File: src/rtl/disk_read_arbiter_pkg.sv
// Shared types and helpers for the disk read arbiter.
// Latency: none (declarations only).
// Backpressure: not applicable.
package disk_rd_pkg;

  // Transaction FSM: pick a requester, issue the read, wait for the disks, respond.
  typedef enum logic [1:0] {
    IDLE  = 2'd0,
    ISSUE = 2'd1,
    WAIT  = 2'd2,
    RESP  = 2'd3
  } rd_state_t;

  // Default geometry: two Hamming-encoded 12-bit disk words, 256-word memories.
  localparam int DEFAULT_DW     = 12;
  localparam int DEFAULT_AW     = 8;
  localparam int DEFAULT_N_DISK = 2;

  // Timeout counter width; covers TIMEOUT up to 255.
  localparam int CNT_W = 8;

  // Bit bit_idx of the data lane mask: set when the disk owning that bit
  // (lane bit_idx / dw) is enabled in en. Callers build the full
  // N_DISK*DW mask one bit at a time so the helper stays width-agnostic.
  function automatic logic lane_mask_bit(input logic [31:0] en,
                                         input int          bit_idx,
                                         input int          dw);
    return ((en >> (bit_idx / dw)) & 32'd1) != 32'd0;
  endfunction

endpackage

File: src/rtl/disk_read_arbiter_rr_arbiter.sv
// Round-robin winner search: first set request at or above ptr, wrapping.
// Latency: purely combinational.
// Backpressure: none; the caller samples the result only when it can accept.
module rr_arbiter #(
  parameter int N = 3,
  localparam int IW = $clog2(N)
) (
  input  logic [N-1:0]  req,
  input  logic [IW-1:0] ptr,
  output logic [N-1:0]  gnt,
  output logic [IW-1:0] idx
);

  logic found;
  int   cand;

  // Walk the requesters starting at ptr and keep the first one that is asking.
  always_comb begin
    gnt   = '0;
    idx   = '0;
    found = 1'b0;
    cand  = 0;
    for (int i = 0; i < N; i++) begin
      cand = int'(ptr) + i;
      if (cand >= N) begin
        cand = cand - N;
      end
      if (!found && req[IW'(cand)]) begin
        found            = 1'b1;
        gnt[IW'(cand)]   = 1'b1;
        idx              = IW'(cand);
      end
    end
  end

endmodule

File: src/rtl/disk_read_arbiter.sv
// Round-robin read arbiter: N_REQ requesters share one read port to N_DISK disk memories.
// Latency: grant/command 1 cycle after request sampled; response 1 cycle after mem_rd_valid or after TIMEOUT wait cycles.
// Backpressure: one transaction outstanding; other requesters hold req_valid until their req_ready pulse.
module disk_read_arbiter #(
  parameter int N_REQ   = 3,
  parameter int DW      = disk_rd_pkg::DEFAULT_DW,
  parameter int AW      = disk_rd_pkg::DEFAULT_AW,
  parameter int N_DISK  = disk_rd_pkg::DEFAULT_N_DISK,
  parameter int TIMEOUT = 15
) (
  input  logic                   clk,
  input  logic                   reset,
  input  logic [N_REQ-1:0]       req_valid,
  input  logic [N_REQ*AW-1:0]    req_addr,
  input  logic [N_REQ*N_DISK-1:0] req_en,
  output logic [N_REQ-1:0]       req_ready,
  output logic [AW-1:0]          mem_address,
  output logic [N_DISK-1:0]      mem_en_rd,
  input  logic                   mem_rd_valid,
  input  logic [N_DISK*DW-1:0]   mem_rd_data,
  output logic [N_REQ-1:0]       rsp_valid,
  output logic [N_DISK*DW-1:0]   rsp_data,
  output logic                   rsp_err,
  output logic                   busy
);

  import disk_rd_pkg::*;

  localparam int IW = $clog2(N_REQ);
  localparam int LW = N_DISK * DW;
  localparam logic [CNT_W-1:0] TIMEOUT_CNT = CNT_W'(TIMEOUT);

  // Current transaction context.
  rd_state_t         state,    state_n;
  logic [IW-1:0]     rr_ptr,   rr_ptr_n;
  logic [IW-1:0]     gnt_idx,  gnt_idx_n;
  logic [N_REQ-1:0]  gnt_oh,   gnt_oh_n;
  logic [AW-1:0]     lat_addr, lat_addr_n;
  logic [N_DISK-1:0] lat_en,   lat_en_n;
  logic [LW-1:0]     lat_data, lat_data_n;
  logic              lat_err,  lat_err_n;
  logic [CNT_W-1:0]  cnt,      cnt_n, cnt_inc;

  // Next values of the registered outputs.
  logic [N_REQ-1:0]  req_ready_n;
  logic [AW-1:0]     mem_address_n;
  logic [N_DISK-1:0] mem_en_rd_n;
  logic [N_REQ-1:0]  rsp_valid_n;
  logic [LW-1:0]     rsp_data_n;
  logic              rsp_err_n;
  logic              busy_n;

  // Per-requester views of the flattened request buses.
  logic [AW-1:0]     addr_arr [N_REQ];
  logic [N_DISK-1:0] en_arr   [N_REQ];
  logic [N_REQ-1:0]  arb_gnt;
  logic [IW-1:0]     arb_idx;
  logic [LW-1:0]     data_mask;

  for (genvar i = 0; i < N_REQ; i++) begin : g_req
    assign addr_arr[i] = req_addr[i*AW +: AW];
    assign en_arr[i]   = req_en[i*N_DISK +: N_DISK];
  end

  // Disabled disks return whatever is on their bus; zero those lanes.
  for (genvar b = 0; b < LW; b++) begin : g_mask
    assign data_mask[b] = lane_mask_bit(32'(lat_en), b, DW);
  end

  rr_arbiter #(.N(N_REQ)) u_rr_arbiter (
    .req (req_valid),
    .ptr (rr_ptr),
    .gnt (arb_gnt),
    .idx (arb_idx)
  );

  // Next-state logic, then the outputs that belong to the state being entered
  // (outputs are registered, so they are decided one cycle ahead).
  always_comb begin
    state_n    = state;
    rr_ptr_n   = rr_ptr;
    gnt_idx_n  = gnt_idx;
    gnt_oh_n   = gnt_oh;
    lat_addr_n = lat_addr;
    lat_en_n   = lat_en;
    lat_data_n = lat_data;
    lat_err_n  = lat_err;
    cnt_n      = cnt;
    cnt_inc    = cnt + CNT_W'(1);

    req_ready_n   = '0;
    mem_address_n = '0;
    mem_en_rd_n   = '0;
    rsp_valid_n   = '0;
    rsp_data_n    = '0;
    rsp_err_n     = 1'b0;
    busy_n        = 1'b0;

    case (state)
      IDLE: begin
        if (|req_valid) begin
          gnt_idx_n  = arb_idx;
          gnt_oh_n   = arb_gnt;
          lat_addr_n = addr_arr[arb_idx];
          lat_en_n   = en_arr[arb_idx];
          if (|en_arr[arb_idx]) begin
            state_n = ISSUE;
          end else begin
            // Nothing to read: answer straight away with an empty, good response.
            state_n    = RESP;
            lat_data_n = '0;
            lat_err_n  = 1'b0;
          end
        end
      end
      ISSUE: begin
        state_n = WAIT;
        cnt_n   = '0;
      end
      WAIT: begin
        // A completion on the final counted cycle still wins over the timeout.
        if (mem_rd_valid) begin
          lat_data_n = mem_rd_data & data_mask;
          lat_err_n  = 1'b0;
          state_n    = RESP;
        end else begin
          cnt_n = cnt_inc;
          if (cnt_inc == TIMEOUT_CNT) begin
            lat_data_n = '0;
            lat_err_n  = 1'b1;
            state_n    = RESP;
          end
        end
      end
      RESP: begin
        rr_ptr_n = (gnt_idx == IW'(N_REQ - 1)) ? '0 : gnt_idx + IW'(1);
        state_n  = IDLE;
      end
      default: state_n = IDLE;
    endcase

    busy_n = (state_n != IDLE);
    case (state_n)
      ISSUE: begin
        req_ready_n   = gnt_oh_n;
        mem_address_n = lat_addr_n;
        mem_en_rd_n   = lat_en_n;
      end
      RESP: begin
        rsp_valid_n = gnt_oh_n;
        rsp_data_n  = lat_data_n;
        rsp_err_n   = lat_err_n;
        // The zero-mask path never visits ISSUE, so the accept pulse goes out here.
        if (lat_en_n == '0) begin
          req_ready_n = gnt_oh_n;
        end
      end
      default: ;
    endcase
  end

  // State, transaction context and registered outputs; reset drops any transaction in flight.
  always_ff @(posedge clk) begin
    if (reset) begin
      state       <= IDLE;
      rr_ptr      <= '0;
      gnt_idx     <= '0;
      gnt_oh      <= '0;
      lat_addr    <= '0;
      lat_en      <= '0;
      lat_data    <= '0;
      lat_err     <= 1'b0;
      cnt         <= '0;
      req_ready   <= '0;
      mem_address <= '0;
      mem_en_rd   <= '0;
      rsp_valid   <= '0;
      rsp_data    <= '0;
      rsp_err     <= 1'b0;
      busy        <= 1'b0;
    end else begin
      state       <= state_n;
      rr_ptr      <= rr_ptr_n;
      gnt_idx     <= gnt_idx_n;
      gnt_oh      <= gnt_oh_n;
      lat_addr    <= lat_addr_n;
      lat_en      <= lat_en_n;
      lat_data    <= lat_data_n;
      lat_err     <= lat_err_n;
      cnt         <= cnt_n;
      req_ready   <= req_ready_n;
      mem_address <= mem_address_n;
      mem_en_rd   <= mem_en_rd_n;
      rsp_valid   <= rsp_valid_n;
      rsp_data    <= rsp_data_n;
      rsp_err     <= rsp_err_n;
      busy        <= busy_n;
    end
  end

endmodule
File: config.mk
export PLATFORM = sky130hd
export DESIGN_NAME = disk_read_arbiter
export DESIGN_NICKNAME = d
export VERILOG_FILES = /design/src/rtl/disk_read_arbiter_pkg.sv /design/src/rtl/disk_read_arbiter_rr_arbiter.sv /design/src/rtl/disk_read_arbiter.sv
export SDC_FILE = /design/constraint.sdc
export NUM_CORES = 1
export LEC_CHECK = 0
export ABC_CLOCK_PERIOD_IN_PS = 4400
export CORE_MARGIN = 10
export CORE_UTILIZATION = 30
export CTS_CLUSTER_SIZE = 12
export DETAILED_ROUTE_END_ITERATION = 8
export SYNTH_ARGS = -nofsm -noshare
export SYNTH_HDL_FRONTEND = slang
export SYNTH_SLANG_ARGS = --single-unit
File: constraint.sdc
create_clock -name clk -period 4.4 [get_ports clk]
set_clock_uncertainty 0.15 [all_clocks]
set_input_delay 1.32 -clock clk [delete_from_list [all_inputs] [get_ports clk]]
set_output_delay 1.32 -clock clk [all_outputs]
set_load 0.02 [all_outputs]
Word-level counts from Yosys, hierarchy flattened

Index checks and enable logic that the tools add are counted.

Memories: 0
Output and inout port bits: 42
Bits in read-only memories: 0
Bits in latches: 0
Logic and storage cells: 122
Input bits: 60
Bits in registers: 94
Bits in writable memories: 0

Add/sub/neg operators: 7
$lt $le $gt $ge: 10
Divide/modulo/power cells: 0
Reduce and logical (&&, ||, !) cells: 17
Mux-type cells: 58
Multiply operators: 0
Shift operators: 0
Bitwise logic cells: 6
Equality and inequality tests: 8

Operator list:

| operator                                                                             | number |
|---|---|
| 24-bit two-way mux                                                                   | 4 |
| 24-bit one-hot mux with 2 select lines                                               | 1 |
| 8-bit two-way mux                                                                    | 5 |
| 2-bit two-way mux                                                                    | 15 |
| 24-bit AND                                                                           | 1 |
| 3-bit two-way mux                                                                    | 6 |
| 8-bit binary-select mux with 2-bit select                                            | 1 |
| 8-bit one-hot mux with 2 select lines                                                | 1 |
| 1-bit two-way mux                                                                    | 15 |
| 2-bit by 4-bit < comparator with 1-bit output (second input constant)                | 3 |
| 8-bit by 1-bit adder with 8-bit output (second input constant)                       | 1 |
| 2-bit == test (second input constant)                                                | 4 |
| 8-bit by 4-bit == test with 1-bit output (second input constant)                     | 1 |
| 2-bit one-hot mux with 4 select lines                                                | 1 |
| 1-bit binary-select mux with 2-bit select                                            | 3 |
| 1-bit demux with 2-bit select                                                        | 3 |
| 2-bit by 1-bit greater-or-equal comparator with 1-bit output (second input constant) | 3 |
| 3-bit by 2-bit greater-or-equal comparator with 1-bit output (second input constant) | 2 |
| 3-bit OR                                                                             | 2 |
| 3-bit one-hot mux with 2 select lines                                                | 1 |
| 2-bit OR reduction                                                                   | 3 |
| 1-bit logical AND                                                                    | 5 |
| 2-bit binary-select mux with 2-bit select                                            | 1 |
| 2-bit by 1-bit == test with 1-bit output (second input constant)                     | 2 |
| 16 further kinds                                                                     | 22 |

Logic depth before layout (Yosys ltp)

Depth in word-level cells: 23
Mapped depth: 14
Mapped depth without buffers: 10

Cells and area by module

Synthesis repeated with hierarchy kept, for this count alone.

Cells, all modules: 428
Area total of the unflattened synthesis: 3987.6 um^2

By module, submodules not included:

| module            | cells an instance | area an instance (um^2) | seq. area each (um^2) | instances |
|---|---|---|---|---|
| disk_read_arbiter | 388               | 3696.0                  | 1881.8                | 1 |
| rr_arbiter        | 40                | 291.5                   | 0.0                   | 1 |

Worst setup path after synthesis

OpenSTA, ideal clock, no wires.

Path type: input-to-reg
Start: input port req_valid[1]
End: register rsp_data[4]
Arrival: 3129 ps
Slack: 991 ps
Cell stages on the path: 10
Library setup time: 129 ps
Data required time: 4121 ps
Buffers on the path: 2
Cells stage by stage: mux2i_1 -> o21a_1 -> o221ai_1 -> and2_1 -> a2111o_1 -> a22o_1 -> buf_2 -> buf_6 -> a31oi_1 -> nor2_1

Longest elaborated chain between the ends: 21
Elaborated cells on any way between the ends: 33
Classes of those cells: 1 x eq/ne; 23 x mux; 2 x bitwise; 7 x reduce/logical

Ends and longest elaborated chain:

| element                                               | line                               | text |
|---|---|---|
| from (decl)                                           | disk_read_arbiter.sv:13            | `input logic [N_REQ-1:0] req_valid,` |
| 1-bit binary-select mux with 2-bit select             | disk_read_arbiter_rr_arbiter.sv:28 | `if (!found && req[IW'(cand)]) begin` |
| 1-bit two-way mux (not written as such) (2 in series) | disk_read_arbiter_rr_arbiter.sv:28 |  |
| 1-bit two-way mux                                     | disk_read_arbiter_rr_arbiter.sv:28 |  |
| 1-bit zero test                                       | disk_read_arbiter_rr_arbiter.sv:28 |  |
| 1-bit logical AND                                     | disk_read_arbiter_rr_arbiter.sv:28 |  |
| 1-bit two-way mux                                     | disk_read_arbiter_rr_arbiter.sv:28 |  |
| 1-bit zero test                                       | disk_read_arbiter_rr_arbiter.sv:28 |  |
| 1-bit logical AND                                     | disk_read_arbiter_rr_arbiter.sv:28 |  |
| [3 not listed]                                        | -                                  |  |
| 2-bit two-way mux (not written as such) (2 in series) | disk_read_arbiter.sv:106           | `if (\|en_arr[arb_idx]) begin` |
| 2-bit OR reduction                                    | disk_read_arbiter.sv:106           |  |
| 2-bit two-way mux                                     | disk_read_arbiter.sv:106           |  |
| 2-bit two-way mux                                     | disk_read_arbiter.sv:101           | `if (\|req_valid) begin` |
| 2-bit one-hot mux with 4 select lines                 | disk_read_arbiter.sv:99            | `case (state)` |
| 2-bit == test                                         | disk_read_arbiter.sv:143           | `case (state_n)` |
| 1-bit NOT (no line)                                   | -                                  |  |
| 2-bit OR reduction (no line)                          | -                                  |  |
| to (signal assigned)                                  | disk_read_arbiter.sv:195           | `rsp_data <= rsp_data_n;` |
| to (decl)                                             | disk_read_arbiter.sv:22            | `output logic [N_DISK*DW-1:0] rsp_data,` |

Parallel ways exist; a longest one is shown, timed or not. The select of a mux whose other input is x is not followed.
A chain may end at the register's enable or synchronous reset.

Worst setup path after layout

Start: input port req_valid[1]
End: register rsp_data[2]

The elaborated chain is that of the path after synthesis.

==> impl_results.html <==
<table>
<tr><th>Metric</th><th>Value</th></tr>
<tr><th colspan="2">GRT</th></tr>
<tr><td>Largest net degree at the start of global routing</td><td>53</td></tr>
<tr><td>Total overflow reported by the global router</td><td>0</td></tr>
<tr><td>Wire length of the first global-routing pass</td><td>18.4 mm</td></tr>
<tr><td>Number of antenna violations at the first check in global routing</td><td>0</td></tr>
<tr><td>Global routing usage summed across all routing layers</td><td>12.0%</td></tr>
<tr><td>Via count of the first global-routing pass</td><td>3703</td></tr>
<tr><th colspan="2">Clocking</th></tr>
<tr><td>Skew-Pair Late Insertion Delay</td><td>0.34 ns</td></tr>
<tr><td>Number of cells upsized or downsized after cts</td><td>0</td></tr>
<tr><td>TritonCTS clock tree</td><td>built</td></tr>
<tr><td>Post-CTS Hold Fix Bufs</td><td>0</td></tr>
<tr><td>Clock input transition at the sequential cells of the worst setup and hold paths</td><td>0.07 ns</td></tr>
<tr><td>Total number of clock tree sinks</td><td>94</td></tr>
<tr><td>Number of buffers inserted during clock tree synthesis</td><td>9</td></tr>
<tr><td>Max Root-Sink Buffers</td><td>2</td></tr>
<tr><td>Clock tree root driver cell</td><td>sky130_fd_sc_hd__clkbuf_16</td></tr>
<tr><td>CTS HTree Levels</td><td>3</td></tr>
<tr><td>Post-CTS setup-driven buffer insertion count</td><td>0</td></tr>
<tr><th colspan="2">Routing</th></tr>
<tr><td>Count of antenna-violating nets left after detailed routing</td><td>0</td></tr>
<tr><td>DRT Pass-1 Iters</td><td>5</td></tr>
<tr><td>Vias</td><td>3784</td></tr>
<tr><td>Routed wire per std cell</td><td>15.4 um</td></tr>
<tr><td>Detailed Route WL</td><td>approximately 12 mm</td></tr>
<tr><td>Via-to-Cell Ratio</td><td>5.01</td></tr>
<tr><td>Initial drt markers</td><td>356</td></tr>
<tr><td>DR DRC count</td><td>0</td></tr>
<tr><th colspan="2">Placed design</th></tr>
<tr><td>Placed cell area</td><td>5260 um2</td></tr>
<tr><td>Gp weighted congestion</td><td>0.785</td></tr>
<tr><td># placed instances</td><td>741</td></tr>
<tr><td>Number of buffer cells added on primary ports</td><td>between 100 and 150</td></tr>
<tr><td>Detailed placement HPWL</td><td>8.49 mm</td></tr>
<tr><th colspan="2">Final layout</th></tr>
<tr><td>Combined flip-flop and latch cell area</td><td>1880 um2</td></tr>
<tr><td>Final cell count without fillers</td><td>between 700 and 800</td></tr>
<tr><td>Most frequent cells in the layout</td><td>sky130_fd_sc_hd__clkdlybuf4s50_1, sky130_fd_sc_hd__dfxtp_1, sky130_fd_sc_hd__nor2_1</td></tr>
<tr><td>Leading cell type in the layout, fill and taps excluded</td><td>sky130_fd_sc_hd__clkdlybuf4s50_1</td></tr>
<tr><td>Antenna Diode Count</td><td>0</td></tr>
<tr><td>Area delta synth-&gt;final</td><td>36.1%</td></tr>
<tr><td>Share of cells above drive strength 1</td><td>6.72%</td></tr>
<tr><td>Number of filler instances in the final layout</td><td>about 1300</td></tr>
<tr><td>Combined area of the multi-input logic cells</td><td>2020 um2</td></tr>
<tr><td>Fin area</td><td>5600 um2</td></tr>
<tr><td>Post-layout nets</td><td>646</td></tr>
<tr><th colspan="2">Critical path</th></tr>
<tr><td>WP data required</td><td>4.47 ns</td></tr>
<tr><td>Worst setup SP type</td><td>input port</td></tr>
<tr><td>Cell chain of the critical path</td><td>clkdlybuf4s50_1 -&gt; mux2i_1 -&gt; o21a_1 -&gt; o221ai_1 -&gt; and2_1 -&gt; a2111o_1 -&gt; a22o_1 -&gt; buf_4 -&gt; a31oi_1 -&gt; nor2_1</td></tr>
<tr><td>Maximum fanout encountered on the critical timing path</td><td>24</td></tr>
<tr><td>Crit path DAT</td><td>4.01 ns</td></tr>
<tr><td>Length in cells of the worst reg-to-reg path</td><td>11</td></tr>
<tr><td>Critical Setup Path Class</td><td>input port to flip-flop</td></tr>
<tr><td>Crit path max-delay cell type</td><td>sky130_fd_sc_hd__clkdlybuf4s50_1</td></tr>
<tr><td>Max stage delay on crit path</td><td>0.54 ns</td></tr>
<tr><td>Internal reg-to-reg setup slack</td><td>0.96 ns</td></tr>
<tr><td>Worst reg2reg endpoint</td><td>rsp_data[2]</td></tr>
<tr><td>Endpoint class of the critical path</td><td>flip-flop</td></tr>
<tr><td>Worst r2r src</td><td>rr_ptr[0]</td></tr>
<tr><th colspan="2">Yosys</th></tr>
<tr><td>Syn_area_per_cell</td><td>~8.5 um2</td></tr>
<tr><td>Mapped cell area</td><td>4110 um2</td></tr>
<tr><td>Syn. warnings</td><td>0</td></tr>
<tr><td>Post-synthesis net count</td><td>roughly 560</td></tr>
<tr><td>Sequential-to-total area share from yosys stat</td><td>45.8%</td></tr>
<tr><td>Synthesized instance count</td><td>486</td></tr>
<tr><td>Number of enable flip-flop cells after synthesis</td><td>0</td></tr>
<tr><td>#FFs+latches synth</td><td>94</td></tr>
<tr><td>Synth unique cells</td><td>51</td></tr>
<tr><td>Share of synthesized flip-flops with an asynchronous set or reset</td><td>0%</td></tr>
<tr><td>Most used DFF post-synth</td><td>sky130_fd_sc_hd__dfxtp_1</td></tr>
<tr><th colspan="2">Die</th></tr>
<tr><td>Count of standard-cell rows</td><td>42</td></tr>
<tr><td>Effective utilization at floorplan</td><td>about 31%</td></tr>
<tr><td>Die ar.</td><td>between 15000 and 20000 um2</td></tr>
<tr><td>Io pins</td><td>a little over 100</td></tr>
<tr><td>Height of the die</td><td>137 um</td></tr>
<tr><td>Area of the placeable core</td><td>13300 um2</td></tr>
<tr><td>Die X-Extent</td><td>approximately 140 um</td></tr>
<tr><th colspan="2">Power and ir drop</th></tr>
<tr><td>Clk pwr share</td><td>a little under a third</td></tr>
<tr><td>Net switching component of the power</td><td>1.01 mW</td></tr>
<tr><td>Largest vdd supply drop</td><td>roughly 0.00019 V</td></tr>
<tr><td>Internal Power</td><td>1.86 mW</td></tr>
<tr><td>Power per cell area</td><td>a little over 500 nW/um2</td></tr>
<tr><td>Total leakage power</td><td>2.00 nW</td></tr>
<tr><td>Net switching share of the total power</td><td>35.3%</td></tr>
<tr><td>Register share of total power</td><td>34.9%</td></tr>
<tr><td>Tot Pwr</td><td>2.87 mW</td></tr>
<tr><td>Logic gate share of total power</td><td>34.9%</td></tr>
<tr><th colspan="2">STA</th></tr>
<tr><td>Worst-Margin Slew</td><td>about 1.2 ns</td></tr>
<tr><td>Unrepaired setup endpoints after global routing</td><td>false</td></tr>
<tr><td>Final-layout setup total negative slack</td><td>0 ns</td></tr>
<tr><td>Total count of hold-check failures in the final report</td><td>0</td></tr>
<tr><td>F_max</td><td>254 MHz</td></tr>
<tr><td>Remaining max-slew budget at the tightest pin</td><td>19.2%</td></tr>
<tr><td>Final cycle utilization of the critical path</td><td>89.5%</td></tr>
<tr><td>Hold_ws</td><td>0.313 ns</td></tr>
<tr><td>Minimum clock period</td><td>3.94 ns</td></tr>
<tr><td>Number of max-slew violations in the final report</td><td>0</td></tr>
<tr><td>Final count of negative-setup-slack endpoints</td><td>0</td></tr>
<tr><th colspan="2">Run</th></tr>
<tr><td>Number of max-cap violations</td><td>0</td></tr>
<tr><th colspan="2">Min path</th></tr>
<tr><td>Capture endpoint of the worst hold path</td><td>gnt_oh[1]</td></tr>
<tr><td>Type of the tightest min-delay check</td><td>flip-flop to flip-flop</td></tr>
<tr><td>Hold wc startpoint</td><td>gnt_oh[1]</td></tr>
<tr><td>Hold Path Stages</td><td>2</td></tr>
<tr><th colspan="2">Outcome</th></tr>
<tr><td>Status</td><td>completed</td></tr>
</table>
## layer usage
metal / track usage (%) / share of wire [%] / wire length [um] / vias to the layer above
li1: - / - / - / 1891
met1: 14.6 / 43 / 4960 / 1787
met2: 20.7 / 51 / 5970 / 98
met3: 2.38 / 5.3 / 614 / 8
met4: 3.86 / 0.83 / 97 / 0
met5: 0 / 0 / 0 / -
## worst max path at each step
stage | startpoint | end
2_1_floorplan | req_valid[1] | rsp_data[4]
5_1_grt | req_valid[1] | rsp_data[13]
3_5_place_dp | req_valid[1] | rsp_data[18]
6_report | req_valid[1] | rsp_data[2]
3_3_place_gp | req_valid[1] | rsp_data[17]
4_1_cts | req_valid[1] | rsp_data[18]
## per-stage QoR
| stage | util [%] | setup WS, ns |
|---|---|---|
| after floorplan | - | 0.991 |
| after global placement | 39.4 | 0.214 |
| after detailed placement | 39.4 | 0.114 |
| after CTS | 41.9 | 0.462 |
| after global routing | 41.9 | 0.236 |
| final | 41.9 | 0.461 |
## logic make-up after synthesis
family | share of synthesized area, %
flops | 45.8
compound gates | 24.3
buf+inv | 5.17
xor+xnor | 0.853
fa+ha+maj | 3.04
mux | 3.26
simple gates | 17.6
## critical path: cells and delay by family
kind | cells | cell delay (ns)
AO/OA/AOI/OAI | 5 | 1.33
AND/OR/NAND/NOR | 2 | 0.28
buffers and inverters | 2 | 0.77
multiplexers | 1 | 0.31
## state kept, by name (all words and copies together), names as in the netlist, 2 cells and up
signal	flops
mem_en_rd	2
lat_data	24
lat_addr	8
rsp_valid	3
gnt_idx	2
gnt_oh	3
cnt	8
rr_ptr	2
rsp_data	24
state	2
lat_en	2
req_ready	3
mem_address	8
## cells in the mapped netlist (2+ instances only)
master / count / area (um2)
sky130_fd_sc_hd__a211oi_1: 7 / 52.6
sky130_fd_sc_hd__a21oi_1: 29 / 145
sky130_fd_sc_hd__a22oi_1: 26 / 195
sky130_fd_sc_hd__a311oi_1: 4 / 35.0
sky130_fd_sc_hd__a31oi_1: 25 / 156
sky130_fd_sc_hd__and2_1: 4 / 25.0
sky130_fd_sc_hd__buf_1: 2 / 7.51
sky130_fd_sc_hd__buf_2: 2 / 10.0
sky130_fd_sc_hd__buf_6: 6 / 67.6
sky130_fd_sc_hd__clkbuf_1: 21 / 78.8
sky130_fd_sc_hd__dfxtp_1: 94 / 1880
sky130_fd_sc_hd__ha_1: 10 / 125
sky130_fd_sc_hd__inv_1: 12 / 45.0
sky130_fd_sc_hd__mux2i_1: 10 / 100
sky130_fd_sc_hd__nand2_1: 40 / 150
sky130_fd_sc_hd__nand2b_1: 5 / 31.3
sky130_fd_sc_hd__nand3_1: 4 / 20.0
sky130_fd_sc_hd__nand3b_1: 4 / 30.0
sky130_fd_sc_hd__nor2_1: 93 / 349
sky130_fd_sc_hd__nor2b_1: 3 / 18.8
sky130_fd_sc_hd__nor3_1: 6 / 30.0
sky130_fd_sc_hd__o21a_1: 4 / 30.0
sky130_fd_sc_hd__o21ai_0: 41 / 205
sky130_fd_sc_hd__o22ai_1: 2 / 12.5
sky130_fd_sc_hd__o31ai_1: 2 / 15.0
sky130_fd_sc_hd__or2_2: 2 / 12.5
sky130_fd_sc_hd__or3_1: 2 / 12.5
sky130_fd_sc_hd__xor2_1: 3 / 26.3
## power by group through the flow
stage               clock network, mW  registers (mW)  logic (mW)
floorplan                           0            1.06       0.631
global placement                    0            1.02       0.977
detailed placement                  0            1.02        1.00
CTS                             0.888            1.00        1.01
global route                    0.927            1.01        1.11
finish                          0.865            1.00        1.00
## cell type report
class                      count  share of cell area [%]
clock buffer                   9                    4.03
clock inverter                 6                    1.99
inverter                      13                   0.872
multi-input combinational    348                    36.1
sequential                    94                    33.6
tap                          176                    3.94
timing repair buffer         110                    19.4
Note: power is estimated with default switching activity, not from simulation.
